--- src/rtl/lfsr_pkg.sv ---
// -----------------------------------------------------------------------------
// lfsr_pkg
// Definitions shared by the LFSR step controller and its shift-register core:
// the debounce FSM state type, the LFSR reset value and tap mask, and the
// feedback helper.
// No ports (package).
// -----------------------------------------------------------------------------
package lfsr_pkg;

    // Debounce FSM states.
    typedef enum logic [1:0] {
        IDLE         = 2'd0,
        PRESS_WAIT   = 2'd1,
        HELD         = 2'd2,
        RELEASE_WAIT = 2'd3
    } deb_state_t;

    // The LFSR never holds all zeros, so both reset and a zero seed land here.
    localparam logic [7:0] LFSR_RESET    = 8'h01;

    // Taps at bits 4, 3, 2 and 0.
    localparam logic [7:0] LFSR_TAP_MASK = 8'h1D;

    // Feedback bit is the XOR of the tapped state bits.
    function automatic logic lfsr_feedback(input logic [7:0] q);
        return ^(q & LFSR_TAP_MASK);
    endfunction

endpackage

--- src/rtl/lfsr_step_ctrl_if.sv ---
// -----------------------------------------------------------------------------
// lfsr_step_ctrl_if
// Groups the control and status signals of lfsr_step_ctrl.
//   btn_raw     : raw asynchronous push-button
//   mode        : 0 = manual (button steps), 1 = auto (timed steps)
//   period_sel  : auto period select (x1, x2, x4, x8)
//   load        : single-cycle seed load strobe
//   seed        : value loaded on load
//   step_pulse  : one-cycle pulse marking an accepted step
//   lfsr_out    : current LFSR state
//   step_cnt    : accepted-step counter, wraps at 16 bits
// master drives the controls, slave (the controller) drives the status.
// -----------------------------------------------------------------------------
interface lfsr_step_ctrl_if;

    logic        btn_raw;
    logic        mode;
    logic [1:0]  period_sel;
    logic        load;
    logic [7:0]  seed;
    logic        step_pulse;
    logic [7:0]  lfsr_out;
    logic [15:0] step_cnt;

    modport master (
        output btn_raw, mode, period_sel, load, seed,
        input  step_pulse, lfsr_out, step_cnt
    );

    modport slave (
        input  btn_raw, mode, period_sel, load, seed,
        output step_pulse, lfsr_out, step_cnt
    );

endinterface

--- src/rtl/lfsr8.sv ---
// -----------------------------------------------------------------------------
// lfsr8
// 8-bit right-shifting Fibonacci LFSR with synchronous seed load.
//   clk  : system clock, rising edge
//   rst  : asynchronous active-high reset, state returns to LFSR_RESET
//   step : advance one position this edge
//   load : load seed this edge (takes priority over step)
//   seed : load value; zero is replaced by LFSR_RESET to avoid lockup
//   q    : current state
// -----------------------------------------------------------------------------
module lfsr8
    import lfsr_pkg::*;
(
    input  logic       clk,
    input  logic       rst,
    input  logic       step,
    input  logic       load,
    input  logic [7:0] seed,
    output logic [7:0] q
);

    logic [7:0] r_q;
    logic [7:0] w_load_val;

    // An all-zero state would never leave zero, so a zero seed is remapped.
    assign w_load_val = (seed == 8'h00) ? LFSR_RESET : seed;

    // NOTE: sequential state uses non-blocking assignments so every flop
    // samples the pre-edge values of the others, independent of block order.
    always_ff @(posedge clk or posedge rst) begin
        if (rst) begin
            r_q <= LFSR_RESET;
        end else if (load) begin
            r_q <= w_load_val;
        end else if (step) begin
            r_q <= {lfsr_feedback(r_q), r_q[7:1]};
        end
    end

    assign q = r_q;

endmodule

--- src/rtl/lfsr_step_ctrl.sv ---
// -----------------------------------------------------------------------------
// lfsr_step_ctrl
// Steps an 8-bit LFSR either from a debounced push-button (manual mode) or
// from a programmable prescaler (auto mode), and counts accepted steps.
//   clk  : system clock, all state on rising edge
//   rst  : asynchronous active-high reset
//   bus  : lfsr_step_ctrl_if.slave (btn_raw, mode, period_sel, load, seed in;
//          step_pulse, lfsr_out, step_cnt out)
// Parameters:
//   DEB_CYCLES  : consecutive stable samples needed to accept a button edge
//   TICK_CYCLES : base auto-step period in clk cycles
// -----------------------------------------------------------------------------
module lfsr_step_ctrl
    import lfsr_pkg::*;
#(
    parameter int DEB_CYCLES  = 4,
    parameter int TICK_CYCLES = 4
) (
    input  logic                clk,
    input  logic                rst,
    lfsr_step_ctrl_if.slave     bus
);

    localparam int DEB_W   = (DEB_CYCLES > 1) ? $clog2(DEB_CYCLES) : 1;
    localparam int PRESC_W = (TICK_CYCLES * 8 > 1) ? $clog2(TICK_CYCLES * 8) : 1;

    localparam logic [DEB_W-1:0] DEB_LAST = DEB_W'(DEB_CYCLES - 1);

    // ---------------------------------------------------------------------
    // Button synchronizer
    // ---------------------------------------------------------------------
    logic r_sync_meta;
    logic r_sync;

    always_ff @(posedge clk or posedge rst) begin
        if (rst) begin
            r_sync_meta <= 1'b0;
            r_sync      <= 1'b0;
        end else begin
            r_sync_meta <= bus.btn_raw;
            r_sync      <= r_sync_meta;
        end
    end

    // ---------------------------------------------------------------------
    // Debounce FSM
    // The counter counts stable samples while in a *_WAIT state; any
    // contrary sample sends the FSM back and clears it.
    // ---------------------------------------------------------------------
    deb_state_t       r_state;
    deb_state_t       w_state_nxt;
    logic [DEB_W-1:0] r_deb_cnt;
    logic [DEB_W-1:0] w_deb_cnt_nxt;
    logic             w_press_accept;

    // NOTE: every variable assigned in always_comb gets a default first, so
    // no path leaves it unassigned and no latch is inferred.
    always_comb begin
        w_state_nxt    = r_state;
        w_deb_cnt_nxt  = '0;
        w_press_accept = 1'b0;
        unique case (r_state)
            IDLE: begin
                if (r_sync) begin
                    w_state_nxt = PRESS_WAIT;
                end
            end
            PRESS_WAIT: begin
                if (!r_sync) begin
                    w_state_nxt = IDLE;
                end else if (r_deb_cnt == DEB_LAST) begin
                    w_state_nxt    = HELD;
                    w_press_accept = 1'b1;
                end else begin
                    w_deb_cnt_nxt = r_deb_cnt + 1'b1;
                end
            end
            HELD: begin
                if (!r_sync) begin
                    w_state_nxt = RELEASE_WAIT;
                end
            end
            RELEASE_WAIT: begin
                if (r_sync) begin
                    w_state_nxt = HELD;
                end else if (r_deb_cnt == DEB_LAST) begin
                    w_state_nxt = IDLE;
                end else begin
                    w_deb_cnt_nxt = r_deb_cnt + 1'b1;
                end
            end
            default: begin
                w_state_nxt = IDLE;
            end
        endcase
    end

    always_ff @(posedge clk or posedge rst) begin
        if (rst) begin
            r_state   <= IDLE;
            r_deb_cnt <= '0;
        end else begin
            r_state   <= w_state_nxt;
            r_deb_cnt <= w_deb_cnt_nxt;
        end
    end

    // ---------------------------------------------------------------------
    // Auto-step prescaler
    // Held at zero in manual mode and for the cycle period_sel changes, so a
    // new mode or period always starts with a full period.
    // ---------------------------------------------------------------------
    logic [1:0]         r_sel_q;
    logic [PRESC_W-1:0] r_presc;
    logic [PRESC_W-1:0] w_presc_last;
    logic               w_sel_chg;
    logic               w_tick;

    assign w_presc_last = PRESC_W'((TICK_CYCLES << bus.period_sel) - 1);
    assign w_sel_chg    = (bus.period_sel != r_sel_q);
    assign w_tick       = bus.mode && !w_sel_chg && (r_presc == w_presc_last);

    always_ff @(posedge clk or posedge rst) begin
        if (rst) begin
            r_sel_q <= 2'd0;
            r_presc <= '0;
        end else begin
            r_sel_q <= bus.period_sel;
            if (!bus.mode || w_sel_chg || w_tick) begin
                r_presc <= '0;
            end else begin
                r_presc <= r_presc + 1'b1;
            end
        end
    end

    // ---------------------------------------------------------------------
    // Step pulse: press acceptance in manual mode, prescaler tick in auto.
    // Registered, so a manual step appears the cycle after entering HELD.
    // ---------------------------------------------------------------------
    logic r_step_pulse;

    always_ff @(posedge clk or posedge rst) begin
        if (rst) begin
            r_step_pulse <= 1'b0;
        end else begin
            r_step_pulse <= bus.mode ? w_tick : w_press_accept;
        end
    end

    // ---------------------------------------------------------------------
    // Step counter: a step that collides with a load is discarded.
    // ---------------------------------------------------------------------
    logic [15:0] r_step_cnt;

    always_ff @(posedge clk or posedge rst) begin
        if (rst) begin
            r_step_cnt <= 16'h0000;
        end else if (r_step_pulse && !bus.load) begin
            r_step_cnt <= r_step_cnt + 16'd1;
        end
    end

    // ---------------------------------------------------------------------
    // Shift register
    // ---------------------------------------------------------------------
    logic [7:0] w_lfsr_q;

    lfsr8 u_lfsr8 (
        .clk  (clk),
        .rst  (rst),
        .step (r_step_pulse),
        .load (bus.load),
        .seed (bus.seed),
        .q    (w_lfsr_q)
    );

    assign bus.step_pulse = r_step_pulse;
    assign bus.lfsr_out   = w_lfsr_q;
    assign bus.step_cnt   = r_step_cnt;

endmodule

--- src/flat_wrapper.sv ---
// flat-port wrapper written by rule: the top's interface ports become plain ports
module lfsr_step_ctrl_flat import lfsr_pkg::*;
#(
    parameter int DEB_CYCLES  = 4,
    parameter int TICK_CYCLES = 4
)
  (clk, rst, bus_btn_raw, bus_mode, bus_period_sel, bus_load, bus_seed, bus_step_pulse, bus_lfsr_out, bus_step_cnt);
  lfsr_step_ctrl_if bus_i ();
  input  logic clk;
  input  logic rst;
  input wire logic [$bits(bus_i.btn_raw)-1:0] bus_btn_raw;
  input wire logic [$bits(bus_i.mode)-1:0] bus_mode;
  input wire logic [$bits(bus_i.period_sel)-1:0] bus_period_sel;
  input wire logic [$bits(bus_i.load)-1:0] bus_load;
  input wire logic [$bits(bus_i.seed)-1:0] bus_seed;
  output wire logic [$bits(bus_i.step_pulse)-1:0] bus_step_pulse;
  output wire logic [$bits(bus_i.lfsr_out)-1:0] bus_lfsr_out;
  output wire logic [$bits(bus_i.step_cnt)-1:0] bus_step_cnt;
  assign bus_i.btn_raw = bus_btn_raw;
  assign bus_i.mode = bus_mode;
  assign bus_i.period_sel = bus_period_sel;
  assign bus_i.load = bus_load;
  assign bus_i.seed = bus_seed;
  assign bus_step_pulse = bus_i.step_pulse;
  assign bus_lfsr_out = bus_i.lfsr_out;
  assign bus_step_cnt = bus_i.step_cnt;
  lfsr_step_ctrl #(.DEB_CYCLES(DEB_CYCLES), .TICK_CYCLES(TICK_CYCLES)) u_core (.clk(clk), .rst(rst), .bus(bus_i));
endmodule
--- config.mk ---
export PLATFORM = sky130hd
export DESIGN_NAME = lfsr_step_ctrl_flat
export DESIGN_NICKNAME = d
export VERILOG_FILES = /design/src/rtl/lfsr_pkg.sv /design/src/rtl/lfsr_step_ctrl_if.sv /design/src/rtl/lfsr8.sv /design/src/rtl/lfsr_step_ctrl.sv /design/src/flat_wrapper.sv
export SDC_FILE = /design/constraint.sdc
export NUM_CORES = 1
export LEC_CHECK = 0
export CAP_MARGIN = 30
export CORE_UTILIZATION = 30
export DETAILED_ROUTE_END_ITERATION = 10
export SYNTH_ARGS = -nofsm -noshare
export SYNTH_HDL_FRONTEND = slang
export SYNTH_HIERARCHICAL = 1
export SYNTH_SLANG_ARGS = --single-unit
--- constraint.sdc ---
create_clock -name clk -period 1.3 [get_ports clk]
set_input_delay 0.39 -clock clk [delete_from_list [all_inputs] [get_ports clk]]
set_output_delay 0.39 -clock clk [all_outputs]
set_load 0.05 [all_outputs]
### Word-level counts from Yosys, hierarchy flattened

Index checks and enable logic that the tools add are counted.

| storage, ports and cells | value |
|---|---|
| input bits | 15 |
| output and inout port bits | 25 |
| register bits after elaboration | 38 |
| word-level logic and storage cells | 56 |

| cells by class | value |
|---|---|
| add/sub/neg operators | 4 |
| reductions and logical operators | 13 |
| shift operators | 1 |
| mux-type cells | 19 |
| equal/unequal tests | 10 |

Operator list:

| operator | number |
|---|---|
| two-way mux 8 bit | 3 |
| two-way mux 2 bit | 9 |
| adder 16 x 1 -> 16 bit, second input constant | 1 |
| zero test 8 bit | 1 |
| one-hot mux 2 bit (4 select lines) | 1 |
| XOR reduction 8 bit | 1 |
| == test 2 bit, second input constant | 3 |
| adder 5 x 1 -> 5 bit, second input constant | 1 |
| == test 5 bit | 1 |
| two-way mux 5 bit | 1 |
| left shift 3 x 2 -> 5 bit, first input constant | 1 |
| subtractor 5 x 2 -> 5 bit, second input constant | 1 |
| two-way mux 1 bit | 4 |
| one-hot mux 2 bit (2 select lines) | 1 |
| AND reduction 4 bit | 1 |
| logical AND 1 bit | 3 |
| zero test 1 bit | 3 |
| inequality test 3 x 1 -> 1 bit, second input constant | 1 |
| inequality test 3 bit, second input constant | 1 |
| adder 2 x 1 -> 2 bit, second input constant | 1 |
| == test 2 x 1 -> 1 bit, second input constant | 1 |
| zero test 2 bit | 1 |
| logical OR 1 bit | 2 |
| inequality test 2 x 1 -> 1 bit, second input constant | 1 |
| other kinds (3) | 3 |

### Logic depth before layout (Yosys ltp)

| logic depth | value |
|---|---|
| word-level depth | 6 |
| depth in mapped cells | 5 |
| gate-level depth less buffers | 4 |

### By module

The synthesis kept the hierarchy.

By module, submodules not included:

| module | area each (um^2) | instances | sequential area each (um^2) | cells an instance |
|---|---|---|---|---|
| lfsr_step_ctrl | 1336.3 | 1 | 750.7 | 109 |
| lfsr8 | 421.7 | 1 | 201.4 | 43 |

### Worst setup path before layout

No wires, ideal clock.

| path | value |
|---|---|
| kind | reg-to-reg |
| start point | register u_core.r_step_cnt[3], in the netlist u_core/bus.step_cnt[3] |
| end point | register u_core.r_step_cnt[9], in the netlist u_core/bus.step_cnt[9] |
| stages on the path, launching flop included | 5 |
| clock period less this slack | 1.618 ns |
| setup time | 0.142 ns |
| arrival time | 1.476 ns |
| buffers on the path | 0 |
| path slack | -0.318 ns |
| data required time | 1.158 ns |
| cell sequence | dfrtp_1 and3_2 and3_2 nand4_1 xnor2_1 |

| between the ends | value |
|---|---|
| cells in the longest elaborated chain, start to end | 1 |

RTL lines:

| element | RTL line | text |
|---|---|---|
| start, declared | lfsr_step_ctrl.sv:154 | `logic [15:0] r_step_cnt;` |
| start signal, assigned | lfsr_step_ctrl.sv:160 | `r_step_cnt <= r_step_cnt + 16'd1;` |
| adder 16 x 1 -> 16 bit | lfsr_step_ctrl.sv:160 |  |

No other way between the ends.
A chain may end at the register's enable or synchronous reset.

### Final worst setup path

| path | value |
|---|---|
| start point | register u_core.r_step_cnt[3], in the netlist u_core/bus.step_cnt[3] |
| end point | output bus_step_cnt[3] |

RTL lines:

| element | RTL line | text |
|---|---|---|
| end, declared | flat_wrapper.sv:18 | `output wire logic [$bits(bus_i.step_cnt)-1:0] bus_step_cnt;` |

No word-level cell between the ends.

==> impl_metrics.toml <==
[run_status]
status = "finished with violations"
violations = "setup timing"

[clocking]
cts_tree = "done"
cts_sinks = 38
clock-root-buffer = "clkbuf_8"
insertion_delay_ps = 290
cts.path.max_buffers = 2
path_clk_slew_ps = 70
cts_buffers = 5
ctsHoldBuffers = 0
htreeDepth = 2

[synthesis]
ys_seq_area_share_pct = 54.16
ys_warn_count = 6
yosys-top-cells-area = "dfrtp_1 53%, xnor2_1 7.0%, xor2_1 5.5%"
yosysTopAreaCell = "dfrtp_1"
synth_edf_count = 0
synth.avg_cell_area_sq_um = 11.57
synthTopCellsByCount = "37 x dfrtp_1, 15 x nand2_1, 14 x xnor2_1"
synth_seq_cells = 38
synth_area_sq_mm = 0.001758
syn_nets = 170
ys_types = 36
synthFlopType = "dfrtp_1"
async_flop_share_pct = 100.0
synth.most_common_cell = "dfrtp_1"
syn_inst = 152
synth_top_area_share_pct = 52.67

[finish]
drive_gt1_share_pct = 51.61
fin_nets = 265
post-route-util_pct = 56.34
multi_input_area_sq_um = 854.6
n_fill_cell = 463
areaGrowthSynthToFinish_pct = 78.65
seqCellArea_sq_um = 974.7
antenna-diode-count = 0
final_cell_area_sq_mm = 0.003141

[critical_path]
worst-path-max-fanout = 2
worst_setup_path_start_kind = "flip-flop"
crit_path_end_kind = "output pin"
slowest_delay_ps = 420
critical_path_class = "flip-flop to output pin"
path_depth = 2
cp.arrival_ps = 980
slowest_stage = "dfrtp_2"
cp_top_family = "flip-flops"
cp.required_ps = 910
crit_buf_inv = 2
crit_chain = "buf_6 -> buf_12"
rr_worst_depth = 4

[pwr]
switchingPower_mw = 0.7178
ir_worst_vdd_mv = 0.3819
pwr-share-comb_pct = 19.7
pwr-share-clk_pct = 30.7
swShare_pct = 26.60
intPower_mw = 1.980
pwr_density_cell_mw_per_mm2 = 859.1
power_frac_seq_pct = 49.6
p_leak_nw = 1.422

[route]
viasPerCell = 4.600
drc = 0
wirelength_microns = 4279
wl_per_cell_microns = 13.37
vias = 1472
ant_nets = 0
first_pass_iters = 4
dr.first_iter.drc_count = 58

[floorplanning]
die_area_sq_mm = 0.006170
start_util_pct = 31.54
num_rows = 27
io_pins = 40
core_sq_mm = 0.005574
dieWidth_microns = 78.55
chipHeight_microns = 78.55

[global_route]
grt_max_degree = 31
antenna_found_initial = 0
grt_pass1_wl_microns = 7341
grt_usage_pct = 15.55
grt_pass1_vias = 1566
gr-total-overflow = 0

[flow_run]
cap_viol_max_count = 0

[sta]
relSlewSlack_pct = 77.64
setup_viol = 14
hold_viol_final = 0
rsz0062_at_grt = "true"
post-route-period-util_pct = 105.6
setup_ws_ps = -73.11
worst-slew-pin-transition_ps = 335.0
min_period_ps = 1373
drv_slew = 0
fmax_mhz = 728.3
fin_worst_skew_ps = 5.651

[place]
postPlaceCellArea_sq_mm = 0.002684
gp_congestion = 0.7677
dpl.hpwl_microns = 2810
dp_slack_ps = -475.3
portBuffers = 39

[hold_path]
hold_depth = 0
min_path_type = "flip-flop to flip-flop"
[cell usage in the layout, fill, tap and decap left out, types with 2 or more instances in the layout]
| cell | netlist | routed |
|---|---|---|
| o21ai_0 | 6 | 6 |
| nand3_1 | 5 | 4 |
| nand2_1 | 15 | 15 |
| buf_12 | 0 | 26 |
| xor2_1 | 11 | 11 |
| and3_4 | 1 | 4 |
| nand4_4 | 1 | 2 |
| buf_4 | 2 | 37 |
| inv_1 | 6 | 6 |
| dfrtp_1 | 37 | 19 |
| clkdlybuf4s50_1 | 0 | 11 |
| nor2_1 | 5 | 3 |
| mux2_2 | 2 | 2 |
| buf_6 | 1 | 14 |
| nor3_1 | 8 | 4 |
| xnor2_1 | 14 | 14 |
| ha_1 | 3 | 2 |
| clkbuf_8 | 0 | 6 |
| mux2i_1 | 6 | 6 |
| nor3_2 | 1 | 4 |
| nand4_1 | 4 | 4 |
| dlygate4sd2_1 | 0 | 3 |
| dfrtp_2 | 0 | 18 |
| a21oi_1 | 3 | 3 |
[per-layer routing]
layer	track usage, %	vias to the layer above	share of wire (%)	routed length [microns]
met5	0	-	0	0
met4	5.556	0	1.4	60
met3	4.070	5	4.9	211
met2	26.52	35	49	2118
met1	18.75	720	44	1888
li1	-	712	-	-
[sequential cells by signal, summed over array words and instances, names as in the netlist, named ones only]
name,count
u_core/r_state,1
u_core/r_presc,5
u_core/bus.step_cnt,16
u_core/bus.step_pulse,1
u_core/u_lfsr8/q,8
u_core/r_deb_cnt,2
u_core/r_sync_meta,1
u_core/r_sync,1
u_core/r_sel_q,2
[worst register-to-register path: stages, from the launching register on]
cell	delay (ps)
dfrtp_1	420
xnor2_1	180
nand4_1	160
a31oi_4	330
nor3_1	100
[metrics by stage]
stage | total power [mW] | hold slack [ps] | instances | TNS (ps)
after CTS | 2.711 | 362.5 | 312 | -750.6
after floorplan | 1.593 | 204.9 | 152 | -434.6
after global routing | 2.826 | 372.9 | 320 | -1661
after detailed placement | 1.851 | 343.5 | 281 | -8798
after global placement | 1.837 | 339.5 | 281 | -8138
final | 2.698 | 359.3 | 320 | -668.4
[final timing paths]
path | slack, ps | start | endpoint
setup reg to reg | -10 | u_core/r_presc[4] | u_core/r_presc[2]
setup / recovery | -70 | u_core/bus.step_cnt[3] | bus_step_cnt[3]
hold reg to reg | 360 | u_core/r_sync_meta | u_core/r_sync
min in group asynchronous | 380 | rst | u_core/u_lfsr8/q[2]
hold / removal | 360 | u_core/r_sync_meta | u_core/r_sync
max in group asynchronous | 630 | rst | u_core/u_lfsr8/q[0]
[layout make-up]
class                   instances  area share [%]
repair buffers                 92           35.26
clock inverters                 1          0.1594
multi-input cells             104           27.21
flip-flops and latches         38           31.04
inverters                       6          0.7171
well taps                      72           2.869
clock buffers                   7           2.749
[power by group through the flow]
stage / Sequential (mW) / Combinational [mW] / Clock, mW
floorplan: 1.44 / 0.157 / 0
global placement: 1.36 / 0.475 / 0
finish: 1.34 / 0.532 / 0.828
global route: 1.35 / 0.577 / 0.901
CTS: 1.34 / 0.527 / 0.847
detailed placement: 1.37 / 0.486 / 0
[cells by family after synthesis]
kind of cell | after synthesis | share of synthesized area [%]
xor gates and xnor gates | 25 | 12.46
AOI/OAI and AO/OA | 13 | 4.484
adders and majority gates | 3 | 2.135
buffers and inverters | 10 | 2.989
DFF | 38 | 54.16
muxes | 8 | 4.698
and+or+nand+nor | 55 | 19.07
[what timing repair did]
| item | 4_1_cts | 5_1_grt |
|---|---|---|
| gates resized for setup | 27 | 11 |
| hold endpoints to repair | 0 | 0 |
| setup buffers | 23 | 8 |
| setup endpoints to repair | 35 | 27 |
| pin swaps | 4 | 12 |
(Power assumes the default switching activity.)
